**config.mk**
```make
export PLATFORM = sky130hd
export DESIGN_NAME = stopwatch_counter
export DESIGN_NICKNAME = d
export VERILOG_FILES = /design/src/rtl/stopwatch_counter.sv
export SDC_FILE = /design/constraint.sdc
export NUM_CORES = 1
export LEC_CHECK = 0
export CORE_MARGIN = 2
export CORE_UTILIZATION = 35
export CTS_CLUSTER_DIAMETER = 60
export DETAILED_ROUTE_END_ITERATION = 6
export HOLD_SLACK_MARGIN = 0.02
export PLACE_DENSITY = 0.6
export SLEW_MARGIN = 10
export SYNTH_ARGS = -nofsm -noshare
export SYNTH_HDL_FRONTEND = slang
export SYNTH_SLANG_ARGS = --single-unit
```
**constraint.sdc**
```tcl
create_clock -name clk -period 4.2 [get_ports clk]
set_clock_uncertainty 0.2 [all_clocks]
set_input_delay 1.05 -clock clk [delete_from_list [all_inputs] [get_ports clk]]
set_output_delay 1.05 -clock clk [all_outputs]
set_load 0.005 [all_outputs]
```
**src/rtl/stopwatch_counter.sv**
```systemverilog
// ============================================================================
// stopwatch_counter: BCD MM:SS elapsed-time counter with run/pause/clear
// control and a lap-hold display snapshot.          Revision: 1.0
// ============================================================================
`default_nettype none

module stopwatch_counter #(
   parameter int MAX_MIN_TENS = 9
) (
   input  logic       clk,
   input  logic       n_rst,
   input  logic       second_tick,
   input  logic       start_stop,
   input  logic       clear,
   input  logic       lap,
   input  logic       ten_sec_mode,
   output logic       timer_enable,
   output logic       ten_sec_enable,
   output logic [3:0] sec_ones,
   output logic [3:0] sec_tens,
   output logic [3:0] min_ones,
   output logic [3:0] min_tens,
   output logic       running,
   output logic       lap_held,
   output logic       rollover
);

   localparam logic [3:0] C_MT_MAX = 4'(MAX_MIN_TENS);

   typedef enum logic [1:0] {
      S_IDLE  = 2'd0,
      S_RUN   = 2'd1,
      S_PAUSE = 2'd2
   } state_t;

   state_t     state_q, state_d;
   logic [3:0] so_q, st_q, mo_q, mt_q;
   logic [3:0] so_d, st_d, mo_d, mt_d;
   logic [3:0] dso_q, dst_q, dmo_q, dmt_q;
   logic [3:0] dso_d, dst_d, dmo_d, dmt_d;
   logic       held_q, held_d;
   logic       wrap_q, wrap_d;
   logic       ten_q;
   logic       en_q;
   logic       c_st, c_mo, c_mt;

   always_comb begin
      so_d    = so_q;
      st_d    = st_q;
      mo_d    = mo_q;
      mt_d    = mt_q;
      wrap_d  = 1'b0;
      state_d = state_q;
      held_d  = held_q;
      c_st    = 1'b0;
      c_mo    = 1'b0;
      c_mt    = 1'b0;

      // Ten-second mode enters the carry chain at the seconds-tens digit.
      if (state_q == S_RUN && second_tick) begin
         c_st = ten_sec_mode || (so_q == 4'd9);
         if (!ten_sec_mode)
            so_d = (so_q == 4'd9) ? 4'd0 : so_q + 4'd1;
         if (c_st)
            st_d = (st_q == 4'd5) ? 4'd0 : st_q + 4'd1;
         c_mo = c_st && (st_q == 4'd5);
         if (c_mo)
            mo_d = (mo_q == 4'd9) ? 4'd0 : mo_q + 4'd1;
         c_mt = c_mo && (mo_q == 4'd9);
         if (c_mt) begin
            if (mt_q == C_MT_MAX) begin
               so_d   = 4'd0;
               st_d   = 4'd0;
               mo_d   = 4'd0;
               mt_d   = 4'd0;
               wrap_d = 1'b1;
            end else begin
               mt_d = mt_q + 4'd1;
            end
         end
      end

      if (clear) begin
         state_d = S_IDLE;
         held_d  = 1'b0;
         so_d    = 4'd0;
         st_d    = 4'd0;
         mo_d    = 4'd0;
         mt_d    = 4'd0;
         wrap_d  = 1'b0;
      end else if (start_stop) begin
         state_d = (state_q == S_RUN) ? S_PAUSE : S_RUN;
      end else if (lap && state_q == S_RUN) begin
         held_d = !held_q;
      end

      // Frozen display keeps its snapshot; otherwise it follows the new count.
      if (held_d && held_q) begin
         dso_d = dso_q;
         dst_d = dst_q;
         dmo_d = dmo_q;
         dmt_d = dmt_q;
      end else begin
         dso_d = so_d;
         dst_d = st_d;
         dmo_d = mo_d;
         dmt_d = mt_d;
      end
   end

   always_ff @(posedge clk or negedge n_rst) begin
      if (!n_rst) begin
         state_q <= S_IDLE;
         so_q    <= 4'd0;
         st_q    <= 4'd0;
         mo_q    <= 4'd0;
         mt_q    <= 4'd0;
         dso_q   <= 4'd0;
         dst_q   <= 4'd0;
         dmo_q   <= 4'd0;
         dmt_q   <= 4'd0;
         held_q  <= 1'b0;
         wrap_q  <= 1'b0;
         ten_q   <= 1'b0;
         en_q    <= 1'b0;
      end else begin
         state_q <= state_d;
         so_q    <= so_d;
         st_q    <= st_d;
         mo_q    <= mo_d;
         mt_q    <= mt_d;
         dso_q   <= dso_d;
         dst_q   <= dst_d;
         dmo_q   <= dmo_d;
         dmt_q   <= dmt_d;
         held_q  <= held_d;
         wrap_q  <= wrap_d;
         ten_q   <= ten_sec_mode;
         en_q    <= (state_d == S_RUN);
      end
   end

   assign timer_enable   = en_q;
   assign running        = en_q;
   assign ten_sec_enable = ten_q;
   assign lap_held       = held_q;
   assign rollover       = wrap_q;
   assign sec_ones       = dso_q;
   assign sec_tens       = dst_q;
   assign min_ones       = dmo_q;
   assign min_tens       = dmt_q;

endmodule

`default_nettype wire

```
==> flow_summary.toml, run 1 <==
[detailed_routing]
postRouteAntennaNets = 0
vias = 1424
routedWlPerCell_um = 13.9
wl_mm = 3.93
viasPerCell = 5.03
firstDrtPassIters = 4
drc = 0
first_iter_violations = 73

[critical_path]
path_cells = "clkdlybuf4s50_1, nand4bb_1, and3b_1, mux2_2"
slowest_delay_ps = 730
worst-setup-path-type = "primary input to flop"
worstSetupEndpointType = "flop"
start_kind = "primary input"
worstPathRequired_ps = 4190
cp_max_fo = 19
slowest_stage = "and3b_1"
arrival_ps = 2930

[final_layout]
area_delta_synth_final_pct = 23.5
layout-drive-gt1-share_pct = 8.45
antenna_cells = 0
post-route-util_pct = 45.6
finalNetCount = 225
final_area_mm2 = 0.00237

[sta]
slew-limit-headroom_pct = 42.9
rsz0062_at_grt = "no"
setup_viol = 0
final_max_slew_viol_count = 0
post-route-period-util_pct = 70.1
finalHoldViolCount = 0
tightest_slew_ps = 857
setup_tns_ps = 0
period_needed_ps = 2940
fmax_mhz = 340

[power]
power_density_mw_per_mm2 = 342
ir_worst_vdd_mv = 0.256
p_leak_nw = 1.02
total_power_w = 0.000810

[synthesis]
synth_top_area_share_pct = 49.5
synth_flop_cell = "dfrtp_1"
synth_warnings = 0
async_flop_share_pct = 100
ys_seq_elements = 38
synth_cell_type_count = 44
synth_area_leaders = "dfrtp_1 (50%), nor2_1 (4.9%), mux2i_1 (4.7%), ha_1 (3.9%), and3b_1 (3.2%)"
synth_edf_count = 0
synth_largest_area_cell = "dfrtp_1"
syn_avg_cell_area_um2 = 10.3
syn_area_mm2 = 0.00192
synthesis.nets = 200
yosysSeqAreaShare_pct = 49.5
synthCells = 187

[floorplanning]
core_mm2 = 0.00520
ios = 28
rows = 26
die_x_um = 78.1
die_y_um = 78.1
die-area_mm2 = 0.00610
initial_core_util_pct = 36.9

[clock_tree]
path_clk_slew_ps = 80
htree_levels = 2
clock_path_buffers = 2
cts-root-buf = "clkbuf_8"
hold_buffers = 0
cts_tree = "built"
post-cts-setup-buffers = 0
clk_latency_ps = 300
cts_buffers = 5
cts_repair_resize_count = 0
clock_sinks = 38

[global_routing]
grt_usage_pct = 14.0
grt_pass1_wl_mm = 6.68
grt_max_degree = 39
antenna_found_initial = 0
grt_overflow = 0
grt_pass1_vias = 1373

[placement]
portBuffers = 27
place_hpwl_mm = 2.64
dpl_cell_area_mm2 = 0.00223
gp_congestion = 0.780

[min_path]
hold_path_class = "flop to flop"

[status]
status = "finished, final reports clean"

[job]
cap_violations = 0
==> power breakdown <==
group          internal (W)  switching [W]  total (W)
sequential         0.000370     0.00000521   0.000376
combinational     0.0000189      0.0000290  0.0000479
clock              0.000253       0.000133   0.000387
total              0.000643       0.000168   0.000810
==> synthesized netlist by cell type (3+ instances only) <==
cell type and count:
a21oi_1 8, and3b_1 7, buf_2 3, clkbuf_1 5, dfrtp_1 38, ha_1 6, inv_1 4, mux2i_1 9
nand2_1 16, nand3_1 4, nand3b_1 3, nor2_1 25, nor2b_1 4, nor3_1 4, o211ai_1 3, o21ai_0 4
o21ai_1 9, o31ai_2 3
==> sequential cells by signal, summed over array words and instances, names as in the netlist <==
name / flops
min_ones: 4
sec_ones: 4
rollover: 1
sec_tens: 4
min_tens: 4
mt_q: 4
so_q: 4
state_q: 2
lap_held: 1
ten_sec_enable: 1
running: 1
st_q: 4
mo_q: 4
==> per-layer routing <==
metal / vias to the layer above / track usage (%) / wire length [µm]
li1: 712 / - / -
met1: 680 / 19.2 / 2000
met2: 24 / 21.6 / 1740
met3: 8 / 3.45 / 117
met4: 0 / 5.26 / 70
met5: - / 0 / 0
==> layout make-up <==
cell class	instances	area (µm²)
Clock buffer	6	82.6
Clock inverter	2	60.1
Inverter	5	18.8
Sequential cell	38	951
Tap cell	70	87.6
Fill cell	524	2830
Multi-Input combinational cell	134	898
Timing Repair Buffer	28	273
==> path summary, 6_finish.rpt <==
| check | from | end | slack (ps) | depth (start not counted) |
|---|---|---|---|---|
| setup / recovery | start_stop | sec_ones[3] | 1260 | 4 |
| hold / removal | sec_ones[1] | sec_ones[1] | 290 | 2 |
| setup reg to reg | so_q[1] | mt_q[2] | 1960 | 6 |
| hold reg to reg | sec_ones[1] | sec_ones[1] | 290 | 2 |
| max in group asynchronous | n_rst | mt_q[2] | 2600 | 1 |
| min in group asynchronous | n_rst | min_ones[2] | 660 | 1 |
==> cells in the final DEF (no fill, tap or decap), types with 3 or more instances in the layout <==
master and count:
clkbuf_8 6, nand2_1 16, o211ai_1 3, inv_1 4
nand3_1 4, o31ai_2 3, nor3_1 4, nor2_1 25
o21ai_0 4, nand3b_1 3, o21ai_1 9, dfrtp_1 38
clkdlybuf4s50_1 26, and3b_1 7, ha_1 6, nor2b_1 4
a21oi_1 8, mux2i_1 9
==> cell families after synthesis <==
| family | count (synthesis) | share of synthesized area (%) |
|---|---|---|
| flops | 38 | 49.5 |
| buf+inv | 15 | 3.71 |
| fa+ha+maj | 6 | 3.91 |
| mux | 10 | 5.28 |
| compound gates | 43 | 16.7 |
| xor+xnor | 2 | 0.912 |
| simple gates | 73 | 19.9 |
==> metrics by stage <==
stage          instances  setup WS [ps]  hold slack, ps
3_3_place_gp         275            973             276
2_1_floorplan        187           1830             273
4_1_cts              283           1260             295
3_5_place_dp         275            922             278
6_report             283           1260             287
5_1_grt              283           1180             320
==> critical path: cells and delay by family <==
family	cells	cell delay, ps
buf+inv	1	530
simple gates	2	950
mux	1	410
Power figures use the tool's default switching activity.
==> run 2, diff against run 1 <==
--- a/config.mk
+++ b/config.mk
@@ -10,7 +10,7 @@
 export CTS_CLUSTER_DIAMETER = 60
 export DETAILED_ROUTE_END_ITERATION = 6
 export HOLD_SLACK_MARGIN = 0.02
-export PLACE_DENSITY = 0.6
+export PLACE_DENSITY = 0.62
 export SLEW_MARGIN = 10
 export SYNTH_ARGS = -nofsm -noshare
 export SYNTH_HDL_FRONTEND = slang
==> constraint.sdc (replaced) <==
create_clock -name clk -period 2.4 [get_ports clk]
set_clock_uncertainty 0.2 [all_clocks]
set_input_delay 0.6 -clock clk [delete_from_list [all_inputs] [get_ports clk]]
set_output_delay 0.6 -clock clk [all_outputs]
set_load 0.005 [all_outputs]
==> flow_summary.toml, run 2 (synthesis gave the netlist of run 1 again) <==
[sta]
setup_viol = 0
rsz0062_at_grt = "no"
setup_tns_ps = 0
slew-limit-headroom_pct = 70.6
tightest_slew_ps = 442
period_needed_ps = 2200
fmax_mhz = 455
post-route-period-util_pct = 91.7
finalHoldViolCount = 0
final_max_slew_viol_count = 0

[detailed_routing]
wl_mm = 4.01
routedWlPerCell_um = 13.5
postRouteAntennaNets = 0
firstDrtPassIters = 4
vias = 1462
first_iter_violations = 54
viasPerCell = 4.91
drc = 0

[critical_path]
slowest_delay_ps = 450
r2r-end = "sec_ones[2]"
arrival_ps = 2200
worstPathRequired_ps = 2400
start_kind = "flop"
worst-setup-path-type = "flop to flop"
cp_max_fo = 7
path_cells = "ha_1, and3b_1, o2111a_2, a21o_1, o31ai_2"
slowest_stage = "dfrtp_1"
reg2reg_depth = 5
r2r-start = "so_q[0]"
r2r_setup_slack_ps = 200
worstSetupEndpointType = "flop"

[clock_tree]
clock_path_buffers = 2
cts_repair_resize_count = 0
cts-root-buf = "clkbuf_8"
post-cts-setup-buffers = 0
htree_levels = 2
path_clk_slew_ps = 80
clock_sinks = 38
hold_buffers = 0
clk_latency_ps = 290
cts_tree = "built"
cts_buffers = 5

[global_routing]
grt_max_degree = 22
grt_overflow = 0
grt_usage_pct = 14.9
grt_pass1_wl_mm = 7.09
antenna_found_initial = 0
grt_pass1_vias = 1484

[power]
power_density_mw_per_mm2 = 516
p_leak_nw = 1.09
swShare_pct = 22.3
total_power_w = 0.00127
p_seq_share_pct = 51.7
clockPowerShare_pct = 40.3
pwr-share-comb_pct = 8.0
internal-power_w = 0.000986
power_switching_w = 0.000284
ir_worst_vdd_mv = 0.331

[floorplanning]
initial_core_util_pct = 36.9
core_mm2 = 0.00520
die_x_um = 78.1
ios = 28
rows = 26
die_y_um = 78.1
die-area_mm2 = 0.00610

[job]
cap_violations = 0

[min_path]
hold_path_class = "primary input to async pin"

[final_layout]
final_common_cell = "dfrtp_1"
layout_common_cells = "dfrtp_1 (38), clkdlybuf4s50_1 (26), nor2_1 (25), nand2_1 (16), buf_4 (15)"
layout-drive-gt1-share_pct = 14.5
finalNetCount = 240
antenna_cells = 0
area_delta_synth_final_pct = 28.3

[status]
status = "finished, final reports clean"

[placement]
portBuffers = 27
gp_congestion = 0.817
place_hpwl_mm = 2.92
-- run 2: cell count changes in the layout (fill, tap and decap cells not counted) --
| cell | before | now |
|---|---|---|
| buf_4 | 1 | 15 |
| bufinv_16 | 2 | 0 |
| clkbuf_8 | 6 | 8 |
| buf_12 | 0 | 1 |
-- run 2: worst max-delay path by stage --
stage,from,to,slack [ps]
detailed placement,second_tick,min_tens[2],-30
floorplan,so_q[0],sec_ones[0],390
finish,so_q[0],sec_ones[2],200
CTS,so_q[0],sec_ones[2],200
global placement,second_tick,min_tens[2],-6
global route,so_q[1],sec_ones[1],100
-- run 2: power groups by stage --
stage                     Combinational, W  Sequential (W)  Clock (W)
final                             0.000102        0.000657   0.000511
after detailed placement          0.000104        0.000669          0
after floorplan                  0.0000399        0.000668          0
after CTS                         0.000104        0.000657   0.000522
after global routing              0.000114        0.000659   0.000551
after global placement            0.000103        0.000669          0
-- run 2: critical path: cells and delay by family (launching register included) --
| kind | cells | cell delay [ps] |
|---|---|---|
| compound gates | 3 | 880 |
| flops | 1 | 450 |
| simple gates | 1 | 300 |
| fa+ha+maj | 1 | 280 |
-- run 2: stage by stage --
| stage | cells | util, % | hold WS [ps] | area, µm² | setup slack, ps |
|---|---|---|---|---|---|
| floorplan | 187 | - | 104 | 1920 | 393 |
| global placement | 290 | 45.2 | 269 | 2350 | -6.28 |
| detailed placement | 290 | 45.2 | 276 | 2350 | -34.5 |
| CTS | 298 | 47.3 | 65.8 | 2460 | 204 |
| global route | 298 | 47.3 | 71.0 | 2460 | 98.1 |
| finish | 298 | 47.3 | 47.5 | 2460 | 200 |
-- run 2: final cells by class --
type | instances | area (µm²)
fillers | 517 | 2740
flip-flops and latches | 38 | 951
multi-input cells | 134 | 898
repair buffers | 43 | 398
clock buffers | 8 | 110
well taps | 70 | 87.6
inverters | 5 | 18.8
-- run 2: per-layer routing --
metal  GRT usage (%)  vias up  share of wire [%]
met5               0        -                  0
met4            5.79        0                1.3
met2            22.3       24                 44
met1            20.6      686                 51
li1                -      747                  -
met3            3.91        5                3.3
==> run 3, diff against run 2 <==
--- a/config.mk
+++ b/config.mk
@@ -5,9 +5,11 @@
 export SDC_FILE = /design/constraint.sdc
 export NUM_CORES = 1
 export LEC_CHECK = 0
-export CORE_MARGIN = 2
+export CORE_ASPECT_RATIO = 0.8
+export CORE_MARGIN = 10
 export CORE_UTILIZATION = 35
 export CTS_CLUSTER_DIAMETER = 60
+export CTS_CLUSTER_SIZE = 16
 export DETAILED_ROUTE_END_ITERATION = 6
 export HOLD_SLACK_MARGIN = 0.02
 export PLACE_DENSITY = 0.62
==> flow_summary.toml, run 3 (synthesis gave the netlist of run 1 again) <==
[status]
status = "finished, final reports clean"

[clock_tree]
cts_buffers = 5
hold_buffers = 0
clk_latency_ps = 290
clock_sinks = 38
cts_repair_resize_count = 0
path_clk_slew_ps = 80
htree_levels = 2
cts-root-buf = "clkbuf_8"
clock_path_buffers = 2
post-cts-setup-buffers = 0
cts_tree = "built"

[placement]
place_hpwl_mm = 3.28
gp_congestion = 0.759
place_ws_ps = -46.2
dpl_cell_area_mm2 = 0.00236
portBuffers = 27

[floorplanning]
die_y_um = 86.3
die_x_um = 103
core_mm2 = 0.00538
die-area_mm2 = 0.00887
ios = 28
initial_core_util_pct = 35.7
rows = 24

[critical_path]
slowest_delay_ps = 450
path_cells = "ha_1, and3b_1, o2111a_2, a21o_1, o31ai_2"
slowest_stage = "dfrtp_1"
arrival_ps = 2190
cp_max_fo = 7
worst-setup-path-type = "flop to flop"
worstSetupEndpointType = "flop"
start_kind = "flop"
worstPathRequired_ps = 2400

[global_routing]
grt_pass1_vias = 1459
met3_usage_pct = 3.34
grt_pass1_wl_mm = 7.49
grt_overflow = 0
antenna_found_initial = 0
grt_busiest_layer = "met1"
grt_usage_pct = 10.7
grt_max_degree = 39
grt_use_met2_pct = 15.0
use_met1_pct = 15.2

[sta]
rsz0062_at_grt = "no"
fmax_mhz = 457
slew-limit-headroom_pct = 67.7
finalHoldViolCount = 0
tightest_slew_ps = 485
setup_viol = 0
final_max_slew_viol_count = 0
post-route-period-util_pct = 91.2
setup_ws_ps = 212
setup_tns_ps = 0
period_needed_ps = 2190

[final_layout]
finalNetCount = 243
antenna_cells = 0
final_area_mm2 = 0.00245
area_delta_synth_final_pct = 27.5
n_fill_cell = 536
final_common_cell = "dfrtp_1"
layout-drive-gt1-share_pct = 15.2
layout_common_cells = "dfrtp_1 (38), clkdlybuf4s50_1 (26), nor2_1 (25), buf_4 (19), nand2_1 (16)"

[detailed_routing]
routedWlPerCell_um = 14.7
drc = 0
first_iter_violations = 76
viasPerCell = 5.10
vias = 1509
firstDrtPassIters = 4
wl_mm = 4.35
postRouteAntennaNets = 0

[power]
power_density_mw_per_mm2 = 497
ir_worst_vdd_mv = 0.183
p_leak_nw = 1.09

[min_path]
hold_path_class = "primary input to async pin"

[job]
cap_violations = 0
run 3: stage by stage:
stage	util, %	cells	total power (W)	hold WS (ps)
6_report	45.6	296	0.00122	151
5_1_grt	45.6	296	0.00127	200
4_1_cts	45.6	296	0.00123	165
3_5_place_dp	43.9	288	0.000774	276
3_3_place_gp	43.9	288	0.000773	268
2_1_floorplan	-	187	0.000708	104
run 3: final cells by class:
cell class / count / area [µm²] / area share (%)
sequential: 38 / 951 / 38.8
multi-input combinational: 134 / 898 / 36.7
timing repair buffer: 46 / 408 / 16.7
clock buffer: 7 / 86.3 / 3.53
tap: 65 / 81.3 / 3.32
inverter: 5 / 18.8 / 0.766
clock inverter: 1 / 5.00 / 0.204
run 3: critical path, delay by kind of cell, from the launching register on:
family	cells	cell delay (ps)
AO/OA/AOI/OAI	3	890
adder cells (fa/ha/maj)	1	260
flip-flops	1	450
AND/OR/NAND/NOR	1	300
run 3: metal layers:
metal | up-vias | routed length (µm)
li1 | 757 | -
met1 | 713 | 2260
met2 | 34 | 1850
met3 | 5 | 202
met4 | 0 | 46
met5 | - | 0
run 3: path summary, 6_finish.rpt:
| path | from | end | slack [ps] | cells past startpoint |
|---|---|---|---|---|
| setup / recovery | so_q[0] | sec_ones[1] | 210 | 5 |
| hold / removal | n_rst | sec_ones[0] | 150 | 2 |
| setup reg to reg | so_q[0] | sec_ones[1] | 210 | 5 |
| hold reg to reg | sec_tens[3] | sec_tens[3] | 290 | 2 |
| max in group asynchronous | n_rst | min_ones[1] | 1510 | 2 |
| min in group clk | sec_tens[3] | sec_tens[3] | 290 | 2 |
run 3: power by group:
| part | internal (W) | total [W] | switching [W] |
|---|---|---|---|
| registers | 0.000648 | 0.000657 | 0.00000882 |
| logic | 0.0000480 | 0.000102 | 0.0000538 |
| clock network | 0.000232 | 0.000457 | 0.000225 |
